==> config.mk <==
export PLATFORM = sky130hd
export DESIGN_NAME = arbiter_n
export DESIGN_NICKNAME = d
export VERILOG_FILES = /design/src/rtl/arbiter_n_pkg.sv /design/src/rtl/arb_pick.sv /design/src/rtl/arbiter_n.sv
export SDC_FILE = /design/constraint.sdc
export NUM_CORES = 1
export LEC_CHECK = 0
export ABC_AREA = 1
export CAP_MARGIN = 0
export CORE_AREA = 10 10 47 49
export CTS_CLUSTER_DIAMETER = 30
export DETAILED_ROUTE_END_ITERATION = 10
export DIE_AREA = 0 0 57 59
export GPL_ROUTABILITY_DRIVEN = 0
export SETUP_SLACK_MARGIN = 0.05
export SYNTH_ARGS = -nofsm -noshare
export SYNTH_HDL_FRONTEND = slang
export SYNTH_SLANG_ARGS = --single-unit
==> constraint.sdc <==
create_clock -name clk -period 2.7 [get_ports clk]
set_input_delay 0.54 -clock clk [delete_from_list [all_inputs] [get_ports clk]]
set_output_delay 0.54 -clock clk [all_outputs]
set_load 0.005 [all_outputs]
==> src/rtl/arbiter_n_pkg.sv <==
// arbiter_n_pkg: shared types and helpers for the N-master split-capable bus arbiter.
// Contents: FSM state enum, arbitration mode constants, mux-select width helper.
// No ports; imported by arbiter_n and arb_pick.
package arbiter_n_pkg;

  typedef enum logic {
    ARB_IDLE = 1'b0,
    ARB_BUSY = 1'b1
  } arb_state_t;

  localparam int ARB_FIXED = 0;
  localparam int ARB_RR    = 1;

  // Index width for n items, never narrower than one bit.
  function automatic int calc_msel_w(input int n);
    return (n <= 2) ? 1 : $clog2(n);
  endfunction

endpackage

==> src/rtl/arb_pick.sv <==
// arb_pick: combinational request picker, fixed priority or rotating start point.
// Ports: req (request vector), start (rotation origin, used when mode=1), mode (1 = round robin),
//        vld (any request found), idx (index of the winner). Zero latency, no state.
module arb_pick
  import arbiter_n_pkg::*;
#(
  parameter int NUM_MASTERS = 2,
  parameter int MSEL_W      = calc_msel_w(NUM_MASTERS)
) (
  input  logic [NUM_MASTERS-1:0] req,
  input  logic [MSEL_W-1:0]      start,
  input  logic                   mode,
  output logic                   vld,
  output logic [MSEL_W-1:0]      idx
);

  int base;
  int j;

  // Scan NUM_MASTERS positions beginning at base; the first set bit wins.
  // start is always below NUM_MASTERS, so a single subtraction wraps.
  always_comb begin
    vld  = 1'b0;
    idx  = '0;
    j    = 0;
    base = mode ? int'(start) : 0;
    for (int i = 0; i < NUM_MASTERS; i++) begin
      j = base + i;
      if (j >= NUM_MASTERS) j = j - NUM_MASTERS;
      if (!vld && req[j]) begin
        vld = 1'b1;
        idx = MSEL_W'(j);
      end
    end
  end

endmodule

==> src/rtl/arbiter_n.sv <==
// arbiter_n: N-master bus arbiter with one outstanding split transaction, fixed or round-robin.
// Ports: clk, rstn (async active-low); breq per master; sready (non-split slaves), sreadysp/ssplit
//        (split-capable slave); outputs bgrant (one-hot), msel, msplit (parked master), split_grant pulse.
// Latency one cycle, all outputs registered. Optional macro ARB_TIMEOUT_EN bounds tenure to MAX_TENURE cycles.
module arbiter_n
  import arbiter_n_pkg::*;
#(
  parameter int  NUM_MASTERS = 2,
  parameter int  NUM_SLAVES  = 2,
  parameter int  ARB_MODE    = ARB_FIXED,
  parameter int  MAX_TENURE  = 16,
  localparam int MSEL_W      = calc_msel_w(NUM_MASTERS)
) (
  input  logic                   clk,
  input  logic                   rstn,
  input  logic [NUM_MASTERS-1:0] breq,
  input  logic [NUM_SLAVES-1:0]  sready,
  input  logic                   sreadysp,
  input  logic                   ssplit,
  output logic [NUM_MASTERS-1:0] bgrant,
  output logic [MSEL_W-1:0]      msel,
  output logic [NUM_MASTERS-1:0] msplit,
  output logic                   split_grant
);

  arb_state_t             state, state_nxt;
  logic                   split_pending, split_pending_nxt;
  logic [MSEL_W-1:0]      split_owner, split_owner_nxt;
  logic [MSEL_W-1:0]      rr_ptr, rr_ptr_nxt;
  logic [MSEL_W-1:0]      msel_nxt;
  logic [NUM_MASTERS-1:0] bgrant_nxt, msplit_nxt;
  logic                   split_grant_nxt;

  logic [NUM_MASTERS-1:0] own_oh, split_mask, elig, pick_req;
  logic                   busy, revoke, bus_free, resume, pick_vld, grant_now;
  logic [MSEL_W-1:0]      pick_idx, grant_idx;

  // msel doubles as the owner register: it always names the last granted master.
  always_comb begin
    own_oh        = '0;
    own_oh[msel]  = 1'b1;
    split_mask    = '0;
    if (split_pending) split_mask[split_owner] = 1'b1;
  end

  assign busy     = (state == ARB_BUSY);
  // The parked master may not win through the normal path; it only returns via resume.
  assign elig     = breq & ~split_mask;
  // On a tenure revoke the current owner sits out this one decision.
  assign pick_req = revoke ? (elig & ~own_oh) : elig;
  assign bus_free = !busy || !breq[msel] || revoke;
  assign resume   = split_pending && sreadysp && !ssplit;

`ifdef ARB_TIMEOUT_EN
  localparam int              TEN_W    = calc_msel_w(MAX_TENURE);
  localparam logic [TEN_W-1:0] TEN_LAST = TEN_W'(MAX_TENURE - 1);

  logic [TEN_W-1:0] tenure;

  assign revoke = busy && (tenure == TEN_LAST) && (|(elig & ~own_oh));

  // Counts cycles of the current tenure; saturates so a lone owner keeps the bus.
  always_ff @(posedge clk or negedge rstn) begin
    if (!rstn) begin
      tenure <= '0;
    end else if (grant_now || (state_nxt != ARB_BUSY)) begin
      tenure <= '0;
    end else if (tenure != TEN_LAST) begin
      tenure <= tenure + 1'b1;
    end
  end
`else
  logic [31:0] unused_max_tenure;
  assign unused_max_tenure = MAX_TENURE;
  assign revoke            = 1'b0;
`endif

  arb_pick #(
    .NUM_MASTERS (NUM_MASTERS),
    .MSEL_W      (MSEL_W)
  ) u_pick (
    .req   (pick_req),
    .start (rr_ptr),
    .mode  (ARB_MODE == ARB_RR),
    .vld   (pick_vld),
    .idx   (pick_idx)
  );

  always_comb begin
    state_nxt         = state;
    msel_nxt          = msel;
    bgrant_nxt        = bgrant;
    msplit_nxt        = msplit;
    split_grant_nxt   = 1'b0;
    split_pending_nxt = split_pending;
    split_owner_nxt   = split_owner;
    rr_ptr_nxt        = rr_ptr;
    grant_now         = 1'b0;
    grant_idx         = msel;

    if (busy && ssplit && !split_pending) begin
      // Park the owner; this wins over a simultaneous request drop.
      split_owner_nxt       = msel;
      msplit_nxt            = '0;
      msplit_nxt[msel]      = 1'b1;
      split_pending_nxt     = 1'b1;
      bgrant_nxt            = '0;
      state_nxt             = ARB_IDLE;
    end else if (bus_free) begin
      if (!(&sready)) begin
        bgrant_nxt = '0;
        state_nxt  = ARB_IDLE;
      end else if (resume) begin
        // Resume beats every requester and does not need the owner's breq.
        grant_now         = 1'b1;
        grant_idx         = split_owner;
        split_grant_nxt   = 1'b1;
        msplit_nxt        = '0;
        split_pending_nxt = 1'b0;
      end else if (pick_vld) begin
        grant_now = 1'b1;
        grant_idx = pick_idx;
      end else begin
        bgrant_nxt = '0;
        state_nxt  = ARB_IDLE;
      end
    end

    if (grant_now) begin
      state_nxt             = ARB_BUSY;
      msel_nxt              = grant_idx;
      bgrant_nxt            = '0;
      bgrant_nxt[grant_idx] = 1'b1;
      rr_ptr_nxt            = (int'(grant_idx) == NUM_MASTERS - 1) ? '0 : grant_idx + 1'b1;
    end
  end

  always_ff @(posedge clk or negedge rstn) begin
    if (!rstn) begin
      state         <= ARB_IDLE;
      msel          <= '0;
      bgrant        <= '0;
      msplit        <= '0;
      split_grant   <= 1'b0;
      split_pending <= 1'b0;
      split_owner   <= '0;
      rr_ptr        <= '0;
    end else begin
      state         <= state_nxt;
      msel          <= msel_nxt;
      bgrant        <= bgrant_nxt;
      msplit        <= msplit_nxt;
      split_grant   <= split_grant_nxt;
      split_pending <= split_pending_nxt;
      split_owner   <= split_owner_nxt;
      rr_ptr        <= rr_ptr_nxt;
    end
  end

endmodule

==> results of run 1 <==
-- state kept, by name, summed over array words and instances, names as in the netlist --
name	flops
bgrant	2
msplit	2
busy	1
msel	1
split_grant	1
split_owner	1
split_pending	1
-- layout make-up --
class / count / area (um2)
Sequential cell: 9 / 225
Tap cell: 16 / 20.0
Timing Repair Buffer: 13 / 130
Inverter: 9 / 33.8
Multi-Input combinational cell: 42 / 203
Clock buffer: 4 / 26.3
Fill cell: 166 / 763
-- worst min-delay path, stage by stage, from the launching register on --
cell,delay [ps]
dfrtp_1,340
nand2_1,50
nand2_1,60
-- placed cells by master, fill, tap and decap left out --
cell and count:
o21ai_1 1, clkdlybuf4s50_1 13, nand3_2 3, inv_2 1, nand2_1 25, o21ai_0 3
clkbuf_4 3, nor2_2 1, dfrtp_1 9, nor2_1 2, nand3_1 2, nor3_2 1
clkbuf_1 1, nand4_1 2, a21oi_1 1, inv_1 8, nand3b_1 1
-- layer usage --
layer  vias up  global-route usage, %
met2        10                   11.8
met5         -                      0
met3         2                   4.51
met1       196                   7.38
met4         0                   4.03
li1        225                      -
-- how the worst max path moves through the flow --
stage	from	to	depth (start not counted)	slack, ps
final	msel$_DFFE_PN0P_	msel	1	890
after global routing	msel$_DFFE_PN0P_	msel	1	810
after CTS	msel$_DFFE_PN0P_	msel	1	870
after detailed placement	ssplit	msel$_DFFE_PN0P_	11	900
after global placement	ssplit	msel$_DFFE_PN0P_	11	910
after floorplan	ssplit	msel$_DFFE_PN0P_	10	1480
-- where the power goes --
part           switching (mW)  internal, mW
clock network          0.0424        0.0567
logic                   0.106        0.0962
registers              0.0399         0.179
-- cells in the mapped netlist --
cell,count
o21ai_0,3
o21ai_1,1
nand2_1,25
nand4_1,2
nand3_2,3
nand3b_1,1
inv_2,1
a21oi_1,1
dfrtp_1,9
nor2_1,2
nor2_2,1
nor3_2,1
nand3_1,2
inv_1,8
-- kinds of logic after synthesis --
group,share of synthesized area [%]
AND/OR/NAND/NOR,38.5
buffers and inverters,7.32
flip-flops,48.8
AO/OA/AOI/OAI,5.42
-- metrics by stage --
| step | instance area (um2) | utilization, % | instances | power [mW] |
|---|---|---|---|---|
| after floorplan | 462 | - | 60 | 0.330 |
| after global placement | 612 | 43.7 | 89 | 0.422 |
| after detailed placement | 612 | 43.7 | 89 | 0.424 |
| after CTS | 638 | 45.5 | 93 | 0.528 |
| after global routing | 638 | 45.5 | 93 | 0.571 |
| final | 638 | 45.5 | 93 | 0.520 |
==> impl_metrics.ini, run 1 <==
[clock_network]
htree_levels = 1
cts_setup_buffers = 0
clk-insertion-delay-late_ps = 250
cts_buffer_depth = 2
cts_tree = done
cts-root-buf = clkbuf_4
ctsHoldBuffers = 0
cts.sinks = 9
cts_buffers = 3
path_clk_slew_ps = 60
post_cts_resize_count = 0

[floorplan]
die_w_um = 57
io_pins = 14
coreArea_mm2 = 0.00140
fp.dieH_um = 59
start_util_pct = 32.9
rows = 14
design.die.area_mm2 = 0.00336

[placed_design]
dp_hpwl_um = 889
pre_cts_slack_ps = 896
port_buffers = 13

[worst_hold_path]
holdPathStages = 2
min_path_type = flip-flop to flip-flop
min_from = bgrant[1]$_DFFE_PN0P_
min_to = bgrant[1]$_DFFE_PN0P_

[cells_and_area]
drive_gt1_share_pct = 11.7
antenna_cells = 0
fin_nets = 86
areaGrowthSynthToFinish_pct = 38.2

[routing]
met2_length_um = 519
drt_wl_total_mm = 1.11
vias_per_cell = 4.66
dr_wl_met3_um = 99
post_drt_wl_per_cell_um = 11.9
ant_nets = 0
vias = 433
wl_met1_um = 473
drcViolationCount = 0
drt_iter0_drc = 3
dr.pass1.iters = 3
highest_layer = met4

[synth]
yosysTopAreaCellShare_pct = 48.8
yosysUniqueCellTypes = 14
yosysWarnings = 0
avgSynthCellArea_um2 = 7.69
syn_inst = 60
synth-seq-cells = 9
synth_area_leader_cell = dfrtp_1
syn_area_um2 = 462
synth_area_leaders = dfrtp_1 (49%), nand2_1 (20%), nand3_2 (6.5%), inv_1 (6.5%), o21ai_0 (3.3%)
yosysSeqAreaShare_pct = 48.8
syn_nets = 68

[critical_path]
crit_path_start_kind = flip-flop
reg2reg_depth = 7
crit_buf_inv = 1
worstReg2RegEnd = msplit[0]$_DFFE_PN0P_
cp_top_family = buffers and inverters
critPathMaxStageDelay_ps = 550
required_ps = 2160
cp_max_fo = 7
path_class = flip-flop to output pin
r2r_setup_slack_ps = 1470
worstReg2RegStart = msel$_DFFE_PN0P_
endpoint_kind = output pin
cp.arrival_ps = 1270
path_cells = clkdlybuf4s50_1
crit_path_top_delay_cell = clkdlybuf4s50_1

[sta]
tightest_slew_ps = 393
slew_violations = 0
fin_setup_tns_ps = 0
timing.final.crit_share_pct = 66.9
setup_ws_ps = 895
setup_viol = 0
finalClockSkew_ps = 1.96
finalHoldViolCount = 0
max_freq_ghz = 0.554
grt_setup_unrepaired = false
relSlewSlack_pct = 73.7
holdWs_ps = 481
fin_crit_ps = 1810

[status]
status = finished, final reports clean

[pwr]
p_per_area_mw_per_mm2 = 815
peakVddDrop_v = 0.000341
p_leak_nw = 0.333

[flow_run]
drv_cap = 0

[global_routing]
grt_usage_pct = 7.39
grt-ovfl-total = 0
grt_pass1_vias = 481
grt_max_degree = 10
grt_pass1_wl_mm = 1.99
antenna_found_initial = 0
No activity file was read; power rests on OpenSTA's default activity.
==> run 2, diff against run 1 <==
Clock period 2.7 ns to 1.9 ns, I/O delays scaled along.
==> run 2 against run 1 <==
Effect of this change:
- power up 41%
- die area unchanged
- final area up 0.20%
- non-clock buffer count unchanged
- routed wire length down 7.4%
- via count down 7.6%
- highest routed layer unchanged
==> impl_metrics.ini, run 2 (synthesis results as in run 1) <==
[global_routing]
grt_max_degree = 10
grt_pass1_vias = 399
grt_usage_pct = 6.49
grt_pass1_wl_mm = 1.70
antenna_found_initial = 0
grt-ovfl-total = 0

[cells_and_area]
fin_util_pct = 45.6
final_cells = 93
areaGrowthSynthToFinish_pct = 38.5
antenna_cells = 0
fin_nets = 86
final_common_cell = nand2_1
top_regs = bgrant: 2 flops, msplit: 2 flops
layout_common_cells = nand2_1 (25), clkdlybuf4s50_1 (13), dfrtp_1 (9)
drive_gt1_share_pct = 13.0

[sta]
timing.final.crit_share_pct = 86.9
grt_setup_unrepaired = false
finalHoldViolCount = 0
relSlewSlack_pct = 74.7
setup_viol = 0
finalClockSkew_ps = 6.55
tightest_slew_ps = 379
fin_crit_ps = 1650
slew_violations = 0
fin_setup_tns_ps = 0
max_freq_ghz = 0.606

[routing]
drt_wl_total_mm = 1.03
ant_nets = 0
drt_iter0_drc = 5
post_drt_wl_per_cell_um = 11.0
vias = 400
dr.pass1.iters = 4
drcViolationCount = 0
vias_per_cell = 4.30

[clock_network]
path_clk_slew_ps = 60
htree_levels = 1
cts_buffers = 3
cts_setup_buffers = 0
clk-insertion-delay-late_ps = 260
cts-root-buf = clkbuf_4
ctsHoldBuffers = 0
cts_buffer_depth = 2
post_cts_resize_count = 0
cts_tree = done
cts.sinks = 9

[pwr]
peakVddDrop_v = 0.000486
totalPowerFinal_mw = 0.732
p_leak_nw = 0.335
p_per_area_mw_per_mm2 = 1140

[critical_path]
endpoint_kind = output pin
crit_buf_inv = 1
path_cells = clkdlybuf4s50_1
critPathMaxStageDelay_ps = 550
required_ps = 1520
cp_top_family = buffers and inverters
cp_max_fo = 7
cp.arrival_ps = 1270
path_class = flip-flop to output pin
crit_path_start_kind = flip-flop
crit_path_top_delay_cell = clkdlybuf4s50_1

[floorplan]
coreArea_mm2 = 0.00140
design.die.area_mm2 = 0.00336
die_w_um = 57
start_util_pct = 32.9
io_pins = 14
rows = 14
fp.dieH_um = 59

[placed_design]
place_inst = 89
dp_hpwl_um = 866
port_buffers = 13

[flow_run]
drv_cap = 0

[status]
status = finished, final reports clean

[worst_hold_path]
min_path_type = input port to async pin
[run 2: layout make-up]
cell class	count	area [um2]
tap	16	20.0
fill	155	762
multi-input combinational	42	203
timing repair buffer	13	130
clock buffer	3	22.5
clock inverter	1	5.00
sequential	9	225
inverter	9	33.8
[run 2: routing by layer]
| metal | part of all wire [%] | vias up | GRT usage, % |
|---|---|---|---|
| met5 | 0 | - | 0 |
| met4 | 0.98 | 0 | 5.03 |
| met3 | 9.1 | 2 | 3.22 |
| met1 | 44 | 168 | 6.67 |
| li1 | - | 222 | - |
| met2 | 46 | 8 | 9.92 |
[run 2: path summary, 6_finish.rpt]
path / start / to / slack, ps / cells after the start
worst min register to register: bgrant[1]$_DFFE_PN0P_ / bgrant[1]$_DFFE_PN0P_ / 490 / 2
worst max register to register: msel$_DFFE_PN0P_ / bgrant[1]$_DFFE_PN0P_ / 690 / 7
worst max-delay path: msel$_DFFE_PN0P_ / msel / 250 / 1
min in group clk: bgrant[1]$_DFFE_PN0P_ / bgrant[1]$_DFFE_PN0P_ / 490 / 2
worst min-delay path: rstn / msel$_DFFE_PN0P_ / 400 / 1
max in group asynchronous: rstn / bgrant[1]$_DFFE_PN0P_ / 1220 / 1
[run 2: power breakdown]
group | internal (mW) | switching (mW)
combinational | 0.137 | 0.146
clock | 0.0774 | 0.0640
sequential | 0.254 | 0.0535
total | 0.468 | 0.264
[run 2: worst reg2reg max path: stages, from the launching register on]
cell and delay [ps]:
dfrtp_1 450, inv_1 100, nor2_1 50, nor3_2 180, inv_2 70, nand3_2 70
nand3b_1 110, nand2_1 60
[run 2: metrics by stage]
step           area [um2]  worst slack, ps  hold slack [ps]
2_1_floorplan         462              803             84.4
3_3_place_gp          612              283              463
3_5_place_dp          612              277              483
4_1_cts               639              238              407
5_1_grt               639              177              425
6_report              639              248              403
==> run 3, diff against run 2 <==
Settings changed: MAX_ROUTING_LAYER set to met4.
==> run 3 against run 2 <==
Effect of this change:
- combinational power about the same
- global-route usage increased by 0.18 points
- critical path depth unchanged
- via count increased by 0.25%
- hold slack about the same
- utilization unchanged
- final cell count unchanged
- first-iteration DRC count decreased by 20%
- largest power group unchanged
- clock power about the same
- power about the same
- routed wire length decreased by 0.20%
==> impl_metrics.ini, run 3 (synthesis results as in run 1) <==
[clock_network]
post_cts_resize_count = 0
clk-insertion-delay-late_ps = 260
path_clk_slew_ps = 60
cts_buffers = 3
ctsHoldBuffers = 0
cts_buffer_depth = 2
htree_levels = 1
cts_setup_buffers = 0
cts_tree = done
cts-root-buf = clkbuf_4
cts.sinks = 9

[routing]
ant_nets = 0
drcViolationCount = 0
vias = 401
drt_iter0_drc = 4
drt_wl_total_mm = 1.02
dr.pass1.iters = 4
post_drt_wl_per_cell_um = 11.0
vias_per_cell = 4.31

[global_routing]
grt_pass1_vias = 399
grt_max_degree = 10
antenna_found_initial = 0
grt_pass1_wl_mm = 1.70
grt_usage_pct = 6.67
grt-ovfl-total = 0

[cells_and_area]
layout_common_cells = nand2_1 (25), clkdlybuf4s50_1 (13), dfrtp_1 (9)
areaGrowthSynthToFinish_pct = 38.5
final_cells = 93
top_regs = bgrant: 2 flops, msplit: 2 flops
final_common_cell = nand2_1
multiInputGateArea_um2 = 203
n_fill_cell = 155
drive_gt1_share_pct = 13.0
fin_nets = 86
seq_area_um2 = 225
antenna_cells = 0

[critical_path]
crit_buf_inv = 1
crit_path_start_kind = flip-flop
worstSetupPathDepth = 1
reg2reg_depth = 7
cp_max_fo = 7
cp_top_family = buffers and inverters
crit_path_top_delay_cell = clkdlybuf4s50_1
path_class = flip-flop to output pin
cp.arrival_ps = 1270
required_ps = 1520
endpoint_kind = output pin
path_cells = clkdlybuf4s50_1
critPathMaxStageDelay_ps = 550

[pwr]
p_int_mw = 0.468
power_switching_mw = 0.264
combPwrFrac_pct = 38.7
clockPowerShare_pct = 19.3
peakVddDrop_v = 0.000487
p_leak_nw = 0.335
sw_frac_of_total_pct = 36.1
p_seq_share_pct = 42.0
p_per_area_mw_per_mm2 = 1150

[sta]
relSlewSlack_pct = 74.7
timing.final.crit_share_pct = 86.8
tightest_slew_ps = 379
max_freq_ghz = 0.606
grt_setup_unrepaired = false
slew_violations = 0
fin_setup_tns_ps = 0
setup_viol = 0
fin_crit_ps = 1650
finalClockSkew_ps = 6.55
finalHoldViolCount = 0

[floorplan]
die_w_um = 57
design.die.area_mm2 = 0.00336
fp.dieH_um = 59
coreArea_mm2 = 0.00140
io_pins = 14
start_util_pct = 32.9
rows = 14

[status]
status = finished, final reports clean

[placed_design]
place_inst = 89
port_buffers = 13
dp_hpwl_um = 866

[flow_run]
drv_cap = 0

[worst_hold_path]
min_path_type = input port to async pin
==> run 3: cell counts in the layout (fill, tap and decap cells not counted) <==
No cell type changed its count.
==> run 3: final timing paths <==
path                       slack, ps               endpoint             startpoint
setup reg to reg                 690  bgrant[1]$_DFFE_PN0P_       msel$_DFFE_PN0P_
min in group clk                 490  bgrant[1]$_DFFE_PN0P_  bgrant[1]$_DFFE_PN0P_
max in group asynchronous       1220  bgrant[1]$_DFFE_PN0P_                   rstn
setup / recovery                 250                   msel       msel$_DFFE_PN0P_
hold / removal                   400       msel$_DFFE_PN0P_                   rstn
hold reg to reg                  490  bgrant[1]$_DFFE_PN0P_  bgrant[1]$_DFFE_PN0P_
==> run 3: final cells by class <==
cell class	instances	area share, %
clock buffer	3	3.52
clock inverter	1	0.783
inverter	9	5.28
multi-input combinational	42	31.7
sequential	9	35.2
tap	16	3.13
timing repair buffer	13	20.4
==> run 3: metrics by stage <==
stage | setup slack [ps] | instance area (um2) | power [mW] | util, % | hold slack [ps]
after CTS | 238 | 639 | 0.746 | 45.6 | 407
after global routing | 181 | 639 | 0.800 | 45.6 | 425
final | 251 | 639 | 0.732 | 45.6 | 404
after floorplan | 803 | 462 | 0.468 | - | 84.4
after global placement | 283 | 612 | 0.598 | 43.7 | 463
after detailed placement | 277 | 612 | 0.599 | 43.7 | 483
==> run 3: power by group through the flow <==
stage	Combinational (mW)	Clock, mW	Sequential [mW]
floorplan	0.163	0	0.305
global placement	0.287	0	0.311
detailed placement	0.288	0	0.311
CTS	0.290	0.147	0.309
global route	0.331	0.151	0.319
finish	0.283	0.141	0.307
==> run 3: per-layer routing <==
layer  up-vias  track usage, %  share of wire [%]
li1        222               -                  -
met1       169            7.39                 49
met2         8            9.92                 46
met3         2            1.93                4.6
met4         0            5.03               0.98
met5         -               -                  0
